## src/rtl/demux_lane_deser.sv

```systemverilog
// demux_lane_deser: reassembles the two 1-to-2 demux lanes into words.
// Optional macro LANE_WORD_CNT_EN adds per-lane accepted-word counters.
module demux_lane_deser #(
    parameter int DATA_W = 8
) (
    input  logic              clk,
    input  logic              rst_n,
    input  logic              bit_valid,
    input  logic              sel,
    input  logic [1:0]        y_in,
    output logic              word_valid,
    input  logic              word_ready,
    output logic [DATA_W-1:0] word_data,
    output logic              word_lane,
`ifdef LANE_WORD_CNT_EN
    output logic [15:0]       word_cnt0,
    output logic [15:0]       word_cnt1,
`endif
    output logic              overflow
);

    localparam int CW = $clog2(DATA_W) + 1;
    localparam logic [CW-1:0] LAST = CW'(DATA_W - 1);

    logic [DATA_W-1:0] r_sh0, r_sh1;
    logic [CW-1:0]     r_cnt0, r_cnt1;
    logic [DATA_W-1:0] r_hold0, r_hold1;
    logic              r_full0, r_full1;
    logic              r_ptr;
    logic              r_ov;
    logic              r_vld;
    logic [DATA_W-1:0] r_data;
    logic              r_lane;

    logic              w_bit;
    logic              w_shift0, w_shift1;
    logic              w_done0, w_done1;
    logic [DATA_W-1:0] w_word0, w_word1;
    logic              w_take;
    logic              w_pick0, w_pick1;

    assign w_bit    = y_in[sel];
    assign w_shift0 = bit_valid & ~sel;
    assign w_shift1 = bit_valid & sel;
    assign w_done0  = w_shift0 & (r_cnt0 == LAST);
    assign w_done1  = w_shift1 & (r_cnt1 == LAST);
    // New bits enter at the top so the first bit ends in bit 0.
    assign w_word0  = {w_bit, r_sh0[DATA_W-1:1]};
    assign w_word1  = {w_bit, r_sh1[DATA_W-1:1]};
    // Output slot can load when empty or when its word leaves now.
    assign w_take   = ~r_vld | word_ready;
    assign w_pick0  = w_take & r_full0 & (~r_full1 | ~r_ptr);
    assign w_pick1  = w_take & r_full1 & (~r_full0 | r_ptr);

    // Lane 0 assembly and holding register.
    always_ff @(posedge clk or negedge rst_n) begin
        if (!rst_n) begin
            r_sh0   <= '0;
            r_cnt0  <= '0;
            r_hold0 <= '0;
            r_full0 <= 1'b0;
        end else begin
            if (w_shift0) begin
                r_sh0  <= w_word0;
                r_cnt0 <= w_done0 ? '0 : r_cnt0 + CW'(1);
            end
            if (w_done0 && (!r_full0 || w_pick0)) begin
                r_hold0 <= w_word0;
                r_full0 <= 1'b1;
            end else if (w_pick0) begin
                r_full0 <= 1'b0;
            end
        end
    end

    // Lane 1 assembly and holding register.
    always_ff @(posedge clk or negedge rst_n) begin
        if (!rst_n) begin
            r_sh1   <= '0;
            r_cnt1  <= '0;
            r_hold1 <= '0;
            r_full1 <= 1'b0;
        end else begin
            if (w_shift1) begin
                r_sh1  <= w_word1;
                r_cnt1 <= w_done1 ? '0 : r_cnt1 + CW'(1);
            end
            if (w_done1 && (!r_full1 || w_pick1)) begin
                r_hold1 <= w_word1;
                r_full1 <= 1'b1;
            end else if (w_pick1) begin
                r_full1 <= 1'b0;
            end
        end
    end

    // Sticky drop flag: a word completed into a busy holding register.
    always_ff @(posedge clk or negedge rst_n) begin
        if (!rst_n) begin
            r_ov <= 1'b0;
        end else if ((w_done0 && r_full0 && !w_pick0) ||
                     (w_done1 && r_full1 && !w_pick1)) begin
            r_ov <= 1'b1;
        end
    end

    // Output slot with round-robin pick; pointer moves past the winner.
    always_ff @(posedge clk or negedge rst_n) begin
        if (!rst_n) begin
            r_vld  <= 1'b0;
            r_data <= '0;
            r_lane <= 1'b0;
            r_ptr  <= 1'b0;
        end else if (w_take) begin
            if (w_pick0) begin
                r_vld  <= 1'b1;
                r_data <= r_hold0;
                r_lane <= 1'b0;
                r_ptr  <= 1'b1;
            end else if (w_pick1) begin
                r_vld  <= 1'b1;
                r_data <= r_hold1;
                r_lane <= 1'b1;
                r_ptr  <= 1'b0;
            end else begin
                r_vld  <= 1'b0;
            end
        end
    end

`ifdef LANE_WORD_CNT_EN
    logic [15:0] r_wcnt0, r_wcnt1;

    // Count accepted words per source lane; wraps naturally.
    always_ff @(posedge clk or negedge rst_n) begin
        if (!rst_n) begin
            r_wcnt0 <= '0;
            r_wcnt1 <= '0;
        end else if (r_vld && word_ready) begin
            if (r_lane) r_wcnt1 <= r_wcnt1 + 16'd1;
            else        r_wcnt0 <= r_wcnt0 + 16'd1;
        end
    end

    assign word_cnt0 = r_wcnt0;
    assign word_cnt1 = r_wcnt1;
`endif

    assign word_valid = r_vld;
    assign word_data  = r_data;
    assign word_lane  = r_lane;
    assign overflow   = r_ov;

endmodule

```

## config.mk

```make
export PLATFORM = sky130hd
export DESIGN_NAME = demux_lane_deser
export DESIGN_NICKNAME = d
export VERILOG_FILES = /design/src/rtl/demux_lane_deser.sv
export SDC_FILE = /design/constraint.sdc
export NUM_CORES = 1
export LEC_CHECK = 0
export CORE_MARGIN = 4
export CORE_UTILIZATION = 41
export CTS_CLUSTER_SIZE = 10
export DETAILED_ROUTE_END_ITERATION = 6
export GPL_TIMING_DRIVEN = 0
export PLACE_DENSITY_LB_ADDON = 0.05
export SLEW_MARGIN = 20
export SYNTH_ARGS = -nofsm -noshare
export SYNTH_HDL_FRONTEND = slang
export SYNTH_SLANG_ARGS = --single-unit
export TNS_END_PERCENT = 50
```

## constraint.sdc

```tcl
create_clock -name clk -period 1.64 [get_ports clk]
set_input_delay 0.328 -clock clk [delete_from_list [all_inputs] [get_ports clk]]
set_output_delay 0.328 -clock clk [all_outputs]
set_load 0.01 [all_outputs]
```

==> impl_metrics.py <==
metrics = {
    "floorplan": {
        "num_rows": 25,
        "die-width_um": 79.5,
        "dieArea_sq_mm": 0.00632,
        "dieHeight_um": 79.5,
        "core_area_sq_mm": 0.00485,
        "ios": 18,
        "initial_core_util_pct": 43.3,
    },
    "yosys": {
        "async_flop_share_pct": 100,
        "synth_top_area_share_pct": 62.1,
        "synth.distinct_cells": 28,
        "synth.area.top_cells": "dfrtp_1 62%, mux2_2 13%, nand2_1 6.4%",
        "synth_ff_type": "dfrtp_1",
        "synthesis.nets": 177,
        "synth_edf_count": 0,
        "yosysWarnings": 0,
        "synth_area_sq_mm": 0.00210,
        "yosysTopAreaCell": "dfrtp_1",
        "syn_avg_cell_area_sq_um": 12.5,
        "yosysSeqAreaShare_pct": 62.1,
        "syn_inst": 168,
        "ys_seq_elements": 52,
    },
    "timing": {
        "final_hold_viol_count": 0,
        "tightest_slew_ns": 0.589,
        "slew_headroom_pct": 60.7,
        "fin_ws_ns": 0.0820,
        "max_freq_mhz": 642,
        "fin_skew_ns": 0.00775,
        "period_minus_slack_ns": 1.56,
        "finalSetupViolations": 0,
        "rsz0062_at_grt": "no",
        "maxSlewViolCount": 0,
        "min_period_over_period_pct": 95.0,
    },
    "grt": {
        "grt-ovfl-total": 0,
        "grt_antenna_before_repair": 0,
        "grt_pass1_vias": 1396,
        "grt_max_degree": 29,
        "grt_pass1_wl_um": 6730,
        "track_usage_pct": 14.0,
    },
    "critical_path": {
        "criticalPathCategory": "reg -> out",
        "crit_chain": "clkdlybuf4s50_1",
        "endpoint_kind": "primary output",
        "rrSetupSlack_ns": 0.10,
        "critPathLaunchType": "register",
        "crit_family": "buffers and inverters",
        "crit_buf_inv": 1,
        "cp.required_ns": 1.31,
        "cp_slowest_stage_delay_ns": 0.56,
        "critical_path.slowest_cell": "clkdlybuf4s50_1",
        "critPathMaxFanout": 2,
        "worstPathArrival_ns": 1.23,
    },
    "outcome": {
        "outcome": "complete, no violations",
    },
    "placement": {
        "port_buffers": 17,
        "dpl_cell_area_sq_mm": 0.00237,
        "finalWeightedCongestion": 0.781,
        "post-place-ws_ns": -0.472,
        "hpwl_um": 2890,
        "dp_cells": 253,
    },
    "clock_tree": {
        "clkLatencyLatePin_ns": 0.30,
        "clk_pin_slew_ns": 0.09,
        "cts-root-buf": "clkbuf_8",
        "cts-resized-gates": 3,
        "clock_path_buffers": 2,
        "clkSinkCount": 52,
        "cts_tree": "done",
        "hold_buffers": 0,
        "cts_made_buffers": 5,
        "htree_num_levels": 2,
        "cts_setup_buffers": 0,
    },
    "final_layout": {
        "drive_gt1_share_pct": 22.3,
        "final_area_sq_mm": 0.00248,
        "antenna_cells": 0,
        "multiInputGateArea_sq_um": 749,
        "fin_cells": 260,
        "final_util_pct": 51.1,
        "nFillCells": 430,
        "nets": 201,
        "ff_latch_area_sq_mm": 0.00130,
        "area_delta_synth_final_pct": 18.3,
    },
    "routing": {
        "drc": 0,
        "drtIter0Drc": 93,
        "vias": 1331,
        "dr.pass1.iters": 5,
        "vias_per_cell": 5.12,
        "ant_nets": 0,
        "drt_wl_total_um": 4030,
        "wl_per_cell_um": 15.5,
    },
    "power": {
        "vdd_drop_max_v": 0.000620,
        "p_per_area_mw_per_mm2": 1480,
        "p_total_mw": 3.68,
        "p_leak_nw": 1.24,
    },
    "job": {
        "cap_violations": 0,
    },
    "hold_path": {
        "worst_hold_path_type": "in -> async",
    },
}
==> sequential cells by signal, summed over array words and instances, names as in the netlist <==
name,cells
overflow,1
r_cnt0,4
r_cnt1,4
r_full0,1
r_full1,1
r_hold0,8
r_hold1,8
r_ptr,1
r_sh0,7
r_sh1,7
word_data,8
word_lane,1
word_valid,1
==> report_power, final <==
group,leakage (nW),internal [mW],switching [mW]
sequential,0.672,1.71,0.298
clock,0.0541,0.452,0.404
combinational,0.514,0.488,0.329
==> area by class of cell <==
class                      count  area share [%]
multi-input combinational    102            30.2
timing repair buffer          18            7.37
tap                           67            3.38
clock buffer                   5            2.77
inverter                       9            1.36
buffer                         4           0.706
clock inverter                 3            1.72
sequential                    52            52.5
==> per-layer routing <==
layer | wire length [um] | GRT usage (%)
met4 | 21 | 4.12
met2 | 1940 | 22.6
met3 | 234 | 4.51
met1 | 1830 | 17.8
met5 | 0 | 0
==> per-stage QoR <==
step,hold slack (ns),setup TNS (ns)
2_1_floorplan,0.0324,0
3_3_place_gp,0.465,-72.82
3_5_place_dp,0.364,-11.10
4_1_cts,0.0299,0
5_1_grt,0.0676,0
6_report,0.0230,0
==> cells in the mapped netlist, types with 2 or more instances <==
cell type  instances
dfrtp_1           52
nand2_1           36
mux2_2            25
inv_1              9
a222oi_1           7
a21o_1             5
clkbuf_1           4
nor3_1             4
nor2b_1            3
ha_1               2
nand2b_1           2
o21ai_0            2
xnor2_1            2
==> path summary, 6_finish.rpt <==
kind                              start      endpoint  cells past startpoint
max                        word_data[5]  word_data[5]                      1
min                               rst_n    word_valid                      1
max reg2reg                   r_cnt1[0]    r_hold1[0]                      4
min reg2reg                    r_sh0[1]      r_sh0[1]                      2
max in group asynchronous         rst_n    r_hold1[0]                      2
min in group clk               r_sh0[1]      r_sh0[1]                      2
==> cells by family (layout without fill, tap and decap cells) <==
kind of cell / count (synthesis) / count (layout) / synth area share (%)
AND/OR/NAND/NOR: 55 / 55 / 12.8
flip-flops: 52 / 52 / 62.1
multiplexers: 25 / 25 / 13.4
AO/OA/AOI/OAI: 18 / 18 / 7.16
buffers and inverters: 14 / 39 / 2.57
adder cells (fa/ha/maj): 2 / 2 / 1.19
XOR/XNOR: 2 / 2 / 0.835
==> placed cells by master (no fill, tap or decap) <==
| cell type | n |
|---|---|
| o21ai_1 | 2 |
| nand2_2 | 1 |
| bufinv_16 | 1 |
| mux2_2 | 25 |
| nand2b_1 | 2 |
| or3_1 | 1 |
| clkinvlp_4 | 1 |
| dlygate4sd2_1 | 2 |
| or4_1 | 1 |
| o21ai_0 | 1 |
| nand4b_1 | 1 |
| o311ai_0 | 1 |
| clkbuf_8 | 5 |
| xnor2_1 | 2 |
| nor2b_1 | 3 |
| a21bo_2 | 1 |
| o221ai_1 | 1 |
| clkbuf_1 | 2 |
| dfrtp_1 | 52 |
| clkdlybuf4s50_1 | 14 |
| ha_1 | 2 |
| nand2_4 | 1 |
| nand4_1 | 1 |
| a222oi_1 | 7 |
| and4b_2 | 1 |
| nor3_2 | 1 |
| buf_2 | 3 |
| a21o_1 | 5 |
| buf_12 | 1 |
| inv_1 | 9 |
| and2_1 | 1 |
| nor3_1 | 3 |
| and3_1 | 1 |
| clkinv_2 | 1 |
| nor3b_2 | 1 |
| nand3_1 | 1 |
| nand2_1 | 35 |
(Power assumes the default switching activity.)
==> patch 1, RTL diff (same settings) <==
The parameter `DATA_W` goes from 8 to 16.
--- a/src/rtl/demux_lane_deser.sv
+++ b/src/rtl/demux_lane_deser.sv
@@ -1,7 +1,7 @@
 // demux_lane_deser: reassembles the two 1-to-2 demux lanes into words.
 // Optional macro LANE_WORD_CNT_EN adds per-lane accepted-word counters.
 module demux_lane_deser #(
-    parameter int DATA_W = 8
+    parameter int DATA_W = 16
 ) (
     input  logic              clk,
     input  logic              rst_n,
Interface: changed (resized word_data); port bits go from 18 to 26. The function was not compared with the original's and may differ.
==> patch 1 against the original RTL <==
The flow now finishes with violations (negative setup slack). Worst setup slack worse by 0.23 ns. Routed wire length increased by 90%. Synthesized cell count increased by 57%. Sequential share of layout area is 2.7 points lower. Cell area up 90%. Power increased by 83%. Via count grew 71%. Fmax fell by 13%. Largest power group unchanged. Sequential power rose by 80%. Area after synthesis grew 82%. Sequential cell count up 42. Clock power is 60% higher. Utilization up 2.0 points.
==> patch 1: results (changes against the original RTL) <==
Drt
  • Vias per inst: 5.28 (was 5.12)
  • DR pass1 iterations: 4 (was 5)
  • Metal1 wirelength: 3780 um (was 1830 um)
  • Met2 Wirelength: 3500 um (was 1940 um)

Finish
  • Non-clk bufs: 54 (was 22)
  • Area of the multi-input gates: 0.00145 sq mm (was 749 sq um)
  • CLK BUF: 11 (was 5)
  • Fin nets: 328 (was 201)
  • Comb_multi_in: 139 (was 102)
  • Non-clk buf share: 0.117 (was 0.0807)
  • Share of cells above drive strength 1: 0.382 (was 0.223)

Global routing
  • GR Util met2: 0.231 (was 0.226)
  • Largest net degree at the start of global routing: 49 (was 29)

Worst setup path
  • Reg2Reg Depth: 7 (was 4)
  • Critical Path End: r_hold0[15] (was word_data[5])
  • Top delay family on crit path: flip-flops (was buffers and inverters)
  • Slowest CP cell: dfrtp_1 (was clkdlybuf4s50_1)
  • RR Startpoint: r_cnt0[0] (was r_cnt1[0])
  • Worst Path Arrival: 2.02 ns (was 1.23 ns)

Timing
  • WHS: 0.469 ns (was 0.0230 ns)
  • Setup ws final: -0.147 ns (was 0.0820 ns)
  • Setup violations, final: 32 (was 0)
  • Slew margin rel.: 0.695 (was 0.607)

Outcome
  • Status: complete, but fails checks (was finished clean)
  • Failing checks: negative setup slack

Synthesis
  • Syn nets: 275 (was 177)
  • Post-Synthesis Cells: 264 (was 168)
  • Xor/xnor cell area share of the yosys netlist: 0 (was 0.00835)
  • Commonest cells post-synth: dfrtp_1 (94), mux2_2 (54), inv_1 (19) (was dfrtp_1 (52), nand2_1 (36), mux2_2 (25))
  • Synth unique cells: 29 (was 28)
  • Post-synthesis adder-cell area fraction: 0.0131 (was 0.0119)

Clock tree
  • Worst-Skew Late Latency: 0.35 ns (was 0.30 ns)
  • H-tree levels: 3 (was 2)
  • CTS hold repair buffers: 1 (was 0)
  • Num CTS Buffers: 9 (was 5)

Placement
  • Buffers on Ports: 25 (was 17)
  • HPWL Detailed: 4660 um (was 2890 um)

Pwr
  • Peak VDD IR: 727 uV (was 620 uV)
[patch 1: cell types whose count changed after synthesis, sizes merged, moves of 3 or more]
| cell | change |
|---|---|
| dfrtp | +42 |
| mux2 | +41 |
| nand2 | -21 |
| inv | +10 |
| a222oi | +8 |
| buf | +8 |
| o21ai | +6 |
| nor2 | +4 |
| a21o | -3 |
| a21oi | +3 |
[patch 1: stage by stage]
step | power (uW) | instance area, sq um | setup TNS (ns) | utilization | setup slack [ns]
finish | 6730 | 4720 | -3.38 | 0.531 | -0.147
global route | 7190 | 4720 | -6.00 | 0.531 | -0.243
CTS | 6770 | 4720 | -4.86 | 0.531 | -0.219
detailed placement | 5150 | 4280 | -29.48 | 0.482 | -0.506
global placement | 5100 | 4250 | -347.90 | 0.478 | -3.40
floorplan | 4560 | 3870 | -3.60 | - | -0.212
[patch 1: where the power goes]
group          switching (uW)  internal [uW]  leakage [uW]
clock                     816            554     0.0000797
sequential                523           3100       0.00122
combinational             587           1160       0.00109
==> patch 2, RTL diff (same settings) <==
Without the edit above. Put one more register stage on the output `overflow`, with the module's reset. The value now appears one clock later. The other outputs are not delayed to match.
--- a/src/rtl/demux_lane_deser.sv
+++ b/src/rtl/demux_lane_deser.sv
@@ -149,7 +149,13 @@
     assign word_valid = r_vld;
     assign word_data  = r_data;
     assign word_lane  = r_lane;
-    assign overflow   = r_ov;
+    always_ff @(posedge clk or negedge rst_n) begin
+        if (!rst_n) begin
+            overflow <= '0;
+        end else begin
+            overflow <= r_ov;
+        end
+    end
 
 endmodule
 
Function: no difference found for any inputs over 10 cycles, from zero or initial values and one cycle with rst_n low; that may be too few to reach the edited logic, so the function may still have changed.
==> patch 2 against the original RTL <==
Power decreased by 4.0%. Cell area decreased by 0.71%. Area after synthesis increased by 1.2%. Critical endpoint is now word_data[0]. Largest power group unchanged. Routed wire length decreased by 4.7%. Clock power decreased by 17%. Count of clock-buffer cells in the layout increased by 2. Worst setup slack improved by 0.0043 ns. Sequential cell count increased by 1. Largest cell class unchanged.
==> patch 2: results (changes against the original RTL) <==
Run
  • Max-cap violation count: 0 (unchanged)

Placement
  • Post-DP Area: 0.00237 sq mm (about the same)
  • GPL Wtd Cong: 0.761 (was 0.781)
  • Buffers on Ports: 17 (unchanged)
  • HPWL Detailed: 2710 um (was 2890 um)

Synthesis
  • Mapped Area: 0.00212 sq mm (was 0.00210 sq mm)
  • Synth unique cells: 28 (unchanged)
  • Seq/Total Area, Yosys: 0.625 (was 0.621)
  • Commonest cells post-synth: dfrtp_1 (53), nand2_1 (36), mux2_2 (25) (was dfrtp_1 (52), nand2_1 (36), mux2_2 (25))
  • Post-synth ARST share: 1.00 (unchanged)
  • Largest cells by area after synthesis: dfrtp_1 (63%), mux2_2 (13%), nand2_1 (6.4%) (was dfrtp_1 (62%), mux2_2 (13%), nand2_1 (6.4%))
  • Syn nets: 178 (was 177)

Global routing
  • Largest net degree at the start of global routing: 54 (was 29)
  • First-pass GRT wire length: 6730 um (about the same)
  • Vias in the first global route: 1394 (was 1396)
  • Initial antenna violation count: 0 (unchanged)
  • GRT Overall Usage: 0.138 (was 0.140)

Drt
  • WL per Instance: 14.8 um (was 15.5 um)
  • Met3 WL post-DR: 225 um (was 234 um)
  • Metal1 wirelength: 1810 um (was 1830 um)
  • DR pass1 iterations: 4 (was 5)
  • Uppermost routed layer: met4 (unchanged)
  • DRT iter0 DRCs: 78 (was 93)
  • DR vias: 1308 (was 1331)
  • Met2 Wirelength: 1770 um (was 1940 um)

Clock tree
  • Num CTS Buffers: 5 (unchanged)
  • Worst-Skew Late Latency: 0.29 ns
  • Root buffer cell: clkbuf_8 (unchanged)
  • H-tree levels: 2 (unchanged)
  • Longest Clk Path Bufs: 2 (unchanged)

Finish
  • Share of cells above drive strength 1: 0.208 (was 0.223)
  • Fin nets: 201 (unchanged)
  • Layout fillers: 435 (was 430)

Worst hold path
  • Min-delay worst type: in2async (unchanged)

Pwr
  • Leakage: 0.00123 uW (was 0.00124 uW)
  • Peak VDD IR: 685 uV (was 620 uV)

Worst setup path
  • Worst Path Arrival: 1.23 ns (about the same)
  • Slowest CP cell: clkdlybuf4s50_1 (unchanged)
  • Critical Path Max Stage Delay: 0.55 ns
  • Top delay family on crit path: buffers and inverters (unchanged)

Timing
  • Slew @ Worst Pin: 0.652 ns (was 0.589 ns)
  • Clock skew: 0.00535 ns (was 0.00775 ns)

Outcome
  • Status: finished clean (unchanged)
-- patch 2: cell count changes after synthesis --
cell     change
dfrtp_1      +1
-- patch 2: worst reg2reg max path, cell delays in order (launching register included) --
cell	delay [ns]
dfrtp_1	0.42
ha_1	0.25
and4b_2	0.26
nand2_4	0.13
mux2_2	0.35
-- patch 2: cell families after synthesis --
logic type,Yosys count,synth area share
buffers and inverters,14,0.0253
muxes,25,0.133
adders and majority gates,2,0.0118
and+or+nand+nor,55,0.126
AOI/OAI and AO/OA,18,0.0708
xor gates and xnor gates,2,0.00826
DFF,53,0.625
-- patch 2: power breakdown --
group          internal [uW]  switching [uW]  leakage, uW
combinational            481             317     0.000506
sequential              1730             293     0.000681
clock                    335             371    0.0000443
-- patch 2: through the flow --
stage | util | TNS (ns) | worst slack (ns) | instances | total power (uW)
after floorplan | - | 0 | 0.224 | 169 | 2470
after global placement | 0.487 | -76.00 | -1.25 | 253 | 2820
after detailed placement | 0.486 | -10.56 | -0.422 | 253 | 2860
after CTS | 0.504 | 0 | 0.0275 | 260 | 3590
after global routing | 0.505 | 0 | 0.0273 | 259 | 3800
final | 0.505 | 0 | 0.0863 | 259 | 3530
-- patch 2: what timing repair did --
item,4_1_cts,5_1_grt
gates resized for setup,4,3
pin swaps,0,1
setup endpoints to repair,17,15
setup buffers,0,0
-- patch 2: cell type report --
class / count / area, sq um / area share
flip-flops and latches: 53 / 1330 / 0.539
multi-input cells: 102 / 749 / 0.304
repair buffers: 17 / 165 / 0.0671
clock buffers: 7 / 86.3 / 0.0351
well taps: 67 / 83.8 / 0.0340
inverters: 9 / 33.8 / 0.0137
plain buffers: 4 / 17.5 / 0.00711
-- patch 2: path summary, 6_finish.rpt --
check	endpoint	cells past startpoint	startpoint	slack (ns)
max in group asynchronous	r_sh0[1]	1	rst_n	1.15
setup / recovery	word_data[0]	1	word_data[0]	0.09
min in group clk	overflow	0	r_ov	0.38
setup reg to reg	r_hold1[1]	4	r_cnt1[0]	0.12
hold reg to reg	overflow	0	r_ov	0.38
hold / removal	r_cnt0[3]	1	rst_n	0.05
-- patch 2: per-layer routing --
metal	track usage	vias to the layer above
met5	0	-
met4	0.0405	0
met3	0.0350	4
met2	0.221	36
met1	0.183	639
li1	-	629
